## config.mk

```make
export PLATFORM = sky130hd
export DESIGN_NAME = tod_clock_core
export DESIGN_NICKNAME = d
export VERILOG_FILES = /design/src/rtl/tod_clock_core.sv
export SDC_FILE = /design/constraint.sdc
export NUM_CORES = 1
export LEC_CHECK = 0
export CAP_MARGIN = 5
export CORE_MARGIN = 2
export CORE_UTILIZATION = 41
export DETAILED_ROUTE_END_ITERATION = 16
export MAX_ROUTING_LAYER = met4
export PLACE_DENSITY = 0.7
export SLEW_MARGIN = 20
export SYNTH_ARGS = -nofsm -noshare
export SYNTH_HDL_FRONTEND = slang
export SYNTH_SLANG_ARGS = --single-unit
```

## constraint.sdc

```tcl
create_clock -name clk -period 2.87 [get_ports clk]
set_input_delay 0.574 -clock clk [delete_from_list [all_inputs] [get_ports clk]]
set_output_delay 0.574 -clock clk [all_outputs]
set_load 0.05 [all_outputs]
```

## src/rtl/tod_clock_core.sv

```systemverilog
// tod_clock_core: BCD HH:MM time-of-day counter on a single system clock.
// A 1-cycle tick_in strobe advances a seconds prescaler; each full minute
// bumps the BCD time, evaluates the alarm registers and emits min_tick.
// Digits are loaded one at a time with legality checking, and each alarm
// has its own ring flag and snooze countdown driven by min_tick.
module tod_clock_core #(
  parameter int TICKS_PER_MIN = 60,
  parameter int NUM_ALARMS    = 2,
  parameter int SNOOZE_MIN    = 5
) (
  input  logic                    clk,
  input  logic                    rst_24hr_cond,
  input  logic                    en,
  input  logic                    tick_in,
  input  logic                    mode_12h,
  input  logic                    load_en,
  input  logic                    load_stb,
  input  logic [2:0]              load_tgt,
  input  logic [1:0]              load_sel,
  input  logic [3:0]              load_val,
  input  logic [NUM_ALARMS-1:0]   alarm_arm,
  input  logic                    snooze,
  input  logic                    alarm_ack,
  output logic [15:0]             time_bcd,
  output logic [15:0]             disp_bcd,
  output logic                    pm,
  output logic                    min_tick,
  output logic [NUM_ALARMS-1:0]   alarm_ring,
  output logic [16*NUM_ALARMS-1:0] alarm_bcd,
  output logic                    load_err
);

  // Prescaler must hold at least one bit even when a single tick is a minute.
  localparam int SEC_W = (TICKS_PER_MIN > 1) ? $clog2(TICKS_PER_MIN) : 1;
  localparam int SNZ_W = $clog2(SNOOZE_MIN + 1);

  // Time is kept packed as {hr1, hr0, min1, min0}, always 24-hour.
  logic [15:0]      time_q, time_d;
  logic [SEC_W-1:0] sec_q, sec_d;
  logic             min_tick_q, min_tick_d;
  logic             load_err_q, load_err_d;
  logic [15:0]      alarm_q [NUM_ALARMS];
  logic [15:0]      alarm_d [NUM_ALARMS];
  logic [NUM_ALARMS-1:0] ring_q, ring_d;
  logic [NUM_ALARMS-1:0] snz_act_q, snz_act_d;
  logic [SNZ_W-1:0] snz_cnt_q [NUM_ALARMS];
  logic [SNZ_W-1:0] snz_cnt_d [NUM_ALARMS];

  // Combinational helpers shared by the next-state blocks.
  logic        adv;
  logic        sec_term;
  logic        min_inc;
  logic [15:0] time_next;
  logic        load_wr;
  logic        tgt_ok;
  logic        digits_ok;
  logic        load_ok;
  logic        clk_wr;
  logic [15:0] load_base;
  logic [15:0] load_cand;
  logic        any_ring;

  // One-minute BCD increment; all carries resolve in a single step so
  // 23:59 goes straight to 00:00.
  function automatic logic [15:0] bcd_inc(input logic [15:0] t);
    logic [3:0] m0, m1, h0, h1;
    {h1, h0, m1, m0} = t;
    if (m0 != 4'd9) begin
      m0 = m0 + 4'd1;
    end else begin
      m0 = 4'd0;
      if (m1 != 4'd5) begin
        m1 = m1 + 4'd1;
      end else begin
        m1 = 4'd0;
        if (h1 == 4'd2 && h0 == 4'd3) begin
          h1 = 4'd0;
          h0 = 4'd0;
        end else if (h0 == 4'd9) begin
          h0 = 4'd0;
          h1 = h1 + 4'd1;
        end else begin
          h0 = h0 + 4'd1;
        end
      end
    end
    return {h1, h0, m1, m0};
  endfunction

  // Timebase qualification: loading freezes the prescaler.
  always_comb begin
    adv       = tick_in & en & ~load_en;
    sec_term  = (sec_q == SEC_W'(TICKS_PER_MIN - 1));
    min_inc   = adv & sec_term;
    time_next = bcd_inc(time_q);
  end

  // Load decode: build the candidate register value with one digit replaced
  // and accept it only if the whole HH:MM stays a legal 24-hour time.
  always_comb begin
    load_wr   = load_stb & load_en;
    tgt_ok    = ({29'd0, load_tgt} <= 32'(NUM_ALARMS));
    load_base = time_q;
    for (int k = 0; k < NUM_ALARMS; k++) begin
      if ({29'd0, load_tgt} == 32'(k + 1)) load_base = alarm_q[k];
    end
    load_cand = load_base;
    case (load_sel)
      2'd0:    load_cand[3:0]   = load_val;
      2'd1:    load_cand[7:4]   = load_val;
      2'd2:    load_cand[11:8]  = load_val;
      default: load_cand[15:12] = load_val;
    endcase
    digits_ok = (load_cand[3:0] <= 4'd9) && (load_cand[7:4] <= 4'd5) &&
                (load_cand[11:8] <= 4'd9) && (load_cand[15:12] <= 4'd2) &&
                !(load_cand[15:12] == 4'd2 && load_cand[11:8] > 4'd3);
    load_ok    = load_wr & tgt_ok & digits_ok;
    load_err_d = load_wr & ~(tgt_ok & digits_ok);
    clk_wr     = load_ok & (load_tgt == 3'd0);
  end

  // Time, prescaler and alarm register next state.
  always_comb begin
    time_d     = time_q;
    sec_d      = sec_q;
    min_tick_d = min_inc;
    if (clk_wr) begin
      time_d = load_cand;
      sec_d  = '0;
    end else if (adv) begin
      sec_d = sec_term ? '0 : sec_q + SEC_W'(1);
      if (min_inc) time_d = time_next;
    end
    for (int k = 0; k < NUM_ALARMS; k++) begin
      alarm_d[k] = alarm_q[k];
      if (load_ok && ({29'd0, load_tgt} == 32'(k + 1))) alarm_d[k] = load_cand;
    end
  end

  // Ring/snooze next state. Later statements take priority: snooze expiry,
  // then ack (beats snooze), then disarm, then a fresh match on the minute
  // increment, which beats a simultaneous ack.
  always_comb begin
    any_ring = |ring_q;
    for (int k = 0; k < NUM_ALARMS; k++) begin
      ring_d[k]    = ring_q[k];
      snz_act_d[k] = snz_act_q[k];
      snz_cnt_d[k] = snz_cnt_q[k];
      if (min_tick_q && snz_act_q[k]) begin
        if (snz_cnt_q[k] == SNZ_W'(1)) begin
          snz_act_d[k] = 1'b0;
          snz_cnt_d[k] = '0;
          if (alarm_arm[k]) ring_d[k] = 1'b1;
        end else begin
          snz_cnt_d[k] = snz_cnt_q[k] - SNZ_W'(1);
        end
      end
      if (alarm_ack) begin
        ring_d[k]    = 1'b0;
        snz_act_d[k] = 1'b0;
        snz_cnt_d[k] = '0;
      end else if (snooze && any_ring && ring_q[k]) begin
        ring_d[k]    = 1'b0;
        snz_act_d[k] = 1'b1;
        snz_cnt_d[k] = SNZ_W'(SNOOZE_MIN);
      end
      if (!alarm_arm[k]) begin
        ring_d[k]    = 1'b0;
        snz_act_d[k] = 1'b0;
        snz_cnt_d[k] = '0;
      end
      if (min_inc && alarm_arm[k] && (time_next == alarm_q[k])) ring_d[k] = 1'b1;
    end
  end

  // State registers with asynchronous reset back to 00:00 and idle alarms.
  always_ff @(posedge clk or posedge rst_24hr_cond) begin
    if (rst_24hr_cond) begin
      time_q     <= '0;
      sec_q      <= '0;
      min_tick_q <= 1'b0;
      load_err_q <= 1'b0;
      ring_q     <= '0;
      snz_act_q  <= '0;
      for (int k = 0; k < NUM_ALARMS; k++) begin
        alarm_q[k]   <= '0;
        snz_cnt_q[k] <= '0;
      end
    end else begin
      time_q     <= time_d;
      sec_q      <= sec_d;
      min_tick_q <= min_tick_d;
      load_err_q <= load_err_d;
      ring_q     <= ring_d;
      snz_act_q  <= snz_act_d;
      for (int k = 0; k < NUM_ALARMS; k++) begin
        alarm_q[k]   <= alarm_d[k];
        snz_cnt_q[k] <= snz_cnt_d[k];
      end
    end
  end

  // 12-hour view: 00 shows as 12, 13..23 fold down to 01..11.
  // BCD folding: 13-19 -> 01-07, 20-21 -> 08-09, 22-23 -> 10-11.
  always_comb begin
    logic [3:0] hr1;
    logic [3:0] hr0;
    logic [7:0] disp_hr;
    hr1     = time_q[15:12];
    hr0     = time_q[11:8];
    disp_hr = {hr1, hr0};
    pm      = (hr1 == 4'd2) || (hr1 == 4'd1 && hr0 >= 4'd2);
    if (mode_12h) begin
      if (hr1 == 4'd0 && hr0 == 4'd0) begin
        disp_hr = 8'h12;
      end else if (hr1 == 4'd1 && hr0 >= 4'd3) begin
        disp_hr = {4'd0, hr0 - 4'd2};
      end else if (hr1 == 4'd2 && hr0 <= 4'd1) begin
        disp_hr = {4'd0, hr0 + 4'd8};
      end else if (hr1 == 4'd2) begin
        disp_hr = {4'd1, hr0 - 4'd2};
      end
    end
    disp_bcd = {disp_hr, time_q[7:0]};
  end

  assign time_bcd   = time_q;
  assign min_tick   = min_tick_q;
  assign load_err   = load_err_q;
  assign alarm_ring = ring_q;

  for (genvar gi = 0; gi < NUM_ALARMS; gi++) begin : g_alarm_out
    assign alarm_bcd[16*gi +: 16] = alarm_q[gi];
  end

endmodule

```

[After elaboration in Yosys (flattened, before gate mapping)]
Cells that the tools add are included.
W data, S select, Z words.
Cells by class
  reductions and logical operators: 36
  magnitude comparators: 9
  add/sub/neg operators: 9
  muxes and demuxes: 60
  equal/unequal tests: 24
  bitwise logic cells: 11
Operators by type and width (number)
  $mux W16: 5
  $mux W4: 15
  $mux W8: 5
  $eq A16 B16 Y1: 2
  $mux W3: 10
  $mux W1: 22
  $logic_and A1 B1 Y1: 21
  $ne A5 B1 Y1 const B: 4
  $mux W6: 3
  $add A4 B1 Y4 const B: 4
  $ne A4 B1 Y1 const B: 4
  $eq A4 B2 Y1 const B: 3
  $reduce_and A2 Y1: 5
  $and A1 B1 Y1: 9
  $eq A3 B1 Y1 const B: 3
  $ge A4 B2 Y1 const B: 2
  $le A4 B4 Y1 const B: 2
  $logic_not A4 Y1: 2
  $add A6 B1 Y6 const B: 1
  $eq A6 B6 Y1 const B: 1
  $sub A3 B1 Y3 const B: 2
  $add A4 B4 Y4 const B: 1
  $eq A4 B1 Y1 const B: 1
  $eq A4 B4 Y1 const B: 1
  other kinds (19): 21
Word-level totals
  word-level logic and storage cells: 161
  register bits after elaboration: 66
  output and inout bits: 69
  input bits: 20

[Longest topological paths before layout]
  depth after elaboration: 13
  depth in mapped cells: 11

[Worst setup path before layout]
OpenSTA, ideal clock, no wires.
  kind: register to output
  start point: register time_q[9], in the netlist time_bcd[9]
  end point: output port disp_bcd[10]
  stages on the path, launching flop included: 7
  slack: -525 ps
  path buffers: 1
  arrival time: 2821 ps
  path through: dfrtp_1 > clkbuf_1 > nand2_1 > a21boi_0 > o21a_1 > nand2_1 > o31ai_1
On the way
  longest elaborated chain between the ends: 6
  elaborated cells between the ends (all ways): 13
  classes of those cells: 2 x add/sub; 2 x order compare; 5 x mux; 4 x reduce/logical
RTL lines
  from (decl): line 38  | logic [15:0] time_q, time_d;
  from (signal assigned): line 190  | time_q <= time_d;
  $sub A4 B2 Y4 / $le A4 B1 Y1 (equally long branches): line 217, 221, 218
  $mux W8 / $logic_and A1 B1 Y1 (equally long branches): line 220, 218
  $mux W8: line 218  | end else if (hr1 == 4'd2 && hr0 <= 4'd1) begin
  $mux W8: line 216  | end else if (hr1 == 4'd1 && hr0 >= 4'd3) begin
  $mux W8 *: line 214  | if (hr1 == 4'd0 && hr0 == 4'd0) begin
  $mux W8 *: line 213  | if (mode_12h) begin
  to (decl): line 25  | output logic [15:0] disp_bcd,
Every way passes the cells marked *; elsewhere a longest branch is shown, timed or not.

[Worst setup path after layout]
  start point: register time_q[9], in the netlist time_bcd[9]
  end point: output port disp_bcd[12]
On the way
  longest elaborated chain between the ends: 6
  elaborated cells between the ends (all ways): 10
  classes of those cells: 2 x order compare; 4 x mux; 4 x reduce/logical
RTL lines (line)
  $le A4 B1 Y1: 218
  $logic_and A1 B1 Y1: 218
  $mux W8: 218
  $mux W8: 216
  $mux W8 *: 214
  $mux W8 *: 213
Marked as above.

==> impl_metrics.ini <==
[placement]
routabilityCongestion = 0.931
port_buffers = 88
dpl_worst_slack_ns = -0.523
place_area_um2 = 6480
place_inst = 836
dp_hpwl_mm = 12.5

[timing]
finalClockSkew_ns = 0.00631
setup_violations = 0
relSlewSlack_pct = 53.5
layout_setup_ws_ns = 0.0559
slew_violations = 0
finalHoldViolations = 0
fmax_mhz = 355
final.setup.tns_ns = 0
finalCriticalPeriod_ns = 2.81
worst_pin_slew_ns = 0.680
holdWs_ns = 0.549
post-route-period-util_pct = 98.1

[critical_path]
slowest_delay_ns = 0.48
crit_path_end_kind = output port
slowest_stage = dfrtp_1
path_common_cell = buf_4
cp_max_fo = 9
critPathBufInv = 3
crit_required_ns = 2.30
crit_arrival_ns = 2.24
crit_chain = buf_4 > nor3_1 > nand4b_1 > buf_4 > a41oi_2 > buf_12
critPathLaunchType = register
critical_path.top_delay_family = buffers and inverters
path_class = reg -> out

[clock_tree]
clk_path_buf_depth = 2
clock-root-buffer = clkbuf_16
cts_buffers = 9
cts_sinks = 66
cts_tree = yes
clock_latency_ns = 0.34
path_clk_slew_ns = 0.06
cts_htree_levels = 3

[global_route]
antenna_found_initial = 0
overflow = 0
grt_pass1_vias = 4869
grt_use_total_pct = 26.6
grt_pass1_wl_mm = 26.1
grt_max_degree = 43

[synth]
synth_area_per_cell_um2 = 8.72
ys_ff_latch = 66
synth_edf_count = 0
synthDistinctLibCells = 71
ys.flop_type = dfrtp_1
synth_nets = 604
synth-seq-area-share_pct = 33.0
syn_area_um2 = 5000
postSynthCellCount = 573
yosys_warnings = 0
async_reset_ff_share_pct = 100

[floorplan]
die-area_um2 = 13100
die_w_um = 114
rows = 40
io_pins = 89
initial_core_util_pct = 41.8
core_um2 = 12000
die_h_um = 114

[detailed_routing]
postRouteAntennaNets = 0
via_per_inst = 5.83
drc = 0
routedWlPerCell_um = 19.3
first_pass_iters = 5
drt_iter0_drc = 489
drt_wl_total_mm = 16.6
num_vias = 5008

[cells_and_area]
final_common_cell = clkdlybuf4s50_1
fin_area_um2 = 6950
finalNonFillerCells = 859
layout_common_cells = clkdlybuf4s50_1 (77), buf_4 (71), dfrtp_1 (65)
final_nets = 738
diodes = 0
drive_gt1_share_pct = 24.0
final_util_pct = 58.1
syn2layout_area_growth_pct = 39.1

[power_and_ir_drop]
power_mw = 3.47
ir_drop_v = 0.000377
power.density_nw_per_um2 = 499
p_leak_nw = 3.06

[outcome]
status = complete, no violations

[worst_hold_path]
hold_class = reg -> reg

[job]
cap_violations = 0
cell usage after synthesis, types with 4 or more instances:
library cell	instances	area share, %
dfrtp_1	66	33
a21oi_1	47	4.7
nand2_1	47	3.5
nor2_1	44	3.3
mux2_2	33	7.4
o21ai_0	29	2.9
xnor2_1	24	4.2
clkbuf_1	20	1.5
inv_1	19	1.4
nor3_1	18	1.8
nand3_1	15	1.5
nor2b_1	15	1.9
xor2_1	14	2.5
nand2b_1	13	1.6
ha_1	11	2.8
buf_4	10	1.5
a31oi_1	9	1.1
and3b_1	8	1.4
nand3b_1	8	1.2
buf_2	7	0.70
nand4_1	7	0.88
mux2_4	6	1.8
nor3b_1	6	0.90
a21o_1	5	0.75
and3_1	5	0.63
mux2i_1	5	1.0
a22oi_1	4	0.60
nor4_1	4	0.50
o22ai_1	4	0.50
flip-flops by register name (all words and copies together) (netlist names):
name,flops
alarm_bcd,32
time_bcd,16
sec_q,6
snz_cnt_q,6
alarm_ring,2
snz_act_q,2
load_err,1
min_tick,1
layout make-up:
class                           count  area [um2]
Tap cell                          147         184
Fill cell                        1072        5010
Sequential cell                    66        1650
Multi-Input combinational cell    444        3110
Clock buffer                        9         225
Inverter                           19        71.3
Clock inverter                      7        91.3
Timing Repair Buffer              167        1610
routing by layer:
| metal | share of wire, % | track usage, % | routed length, um |
|---|---|---|---|
| met5 | 0 | - | 0 |
| met4 | 1.6 | 8.46 | 265 |
| met3 | 6.5 | 3.97 | 1070 |
| met2 | 48 | 41.7 | 7920 |
| met1 | 44 | 35.6 | 7330 |
logic make-up after synthesis:
kind of cell | count (synthesis) | synth area share (%)
buffers and inverters | 63 | 6.33
multiplexers | 44 | 10.2
AND/OR/NAND/NOR | 212 | 23.2
XOR/XNOR | 38 | 6.66
adder cells (fa/ha/maj) | 11 | 2.75
AO/OA/AOI/OAI | 139 | 17.8
flip-flops | 66 | 33.0
worst paths after layout:
kind | from | end | slack (ns) | cells after the start
max in group asynchronous | rst_24hr_cond | snz_act_q[0] | 1.66 | 3
min | snz_act_q[1] | snz_act_q[1] | 0.55 | 2
max | time_bcd[9] | disp_bcd[12] | 0.06 | 6
min in group asynchronous | rst_24hr_cond | sec_q[5] | 0.60 | 2
min reg2reg | snz_act_q[1] | snz_act_q[1] | 0.55 | 2
max reg2reg | time_bcd[1] | alarm_ring[0] | 0.09 | 8
power breakdown:
group | internal, mW | switching, mW
registers | 0.999 | 0.100
logic | 0.490 | 0.683
clock network | 0.758 | 0.434
tightest hold or removal path, delay by kind of cell, from the launching register on:
family             cells  cell delay (ns)
AOI/OAI and AO/OA      1             0.06
DFF                    1             0.39
and+or+nand+nor        1             0.06
what timing repair did:
item                                    in CTS  in global routing
buffers inserted                             5                  2
cloned                                       1                  0
gates resized for setup                     12                 19
pin swaps                                    3                  5
endpoints found under the setup margin      39                 50
hold buffers                                 0                  0
Note: power is estimated with default switching activity, not from simulation.
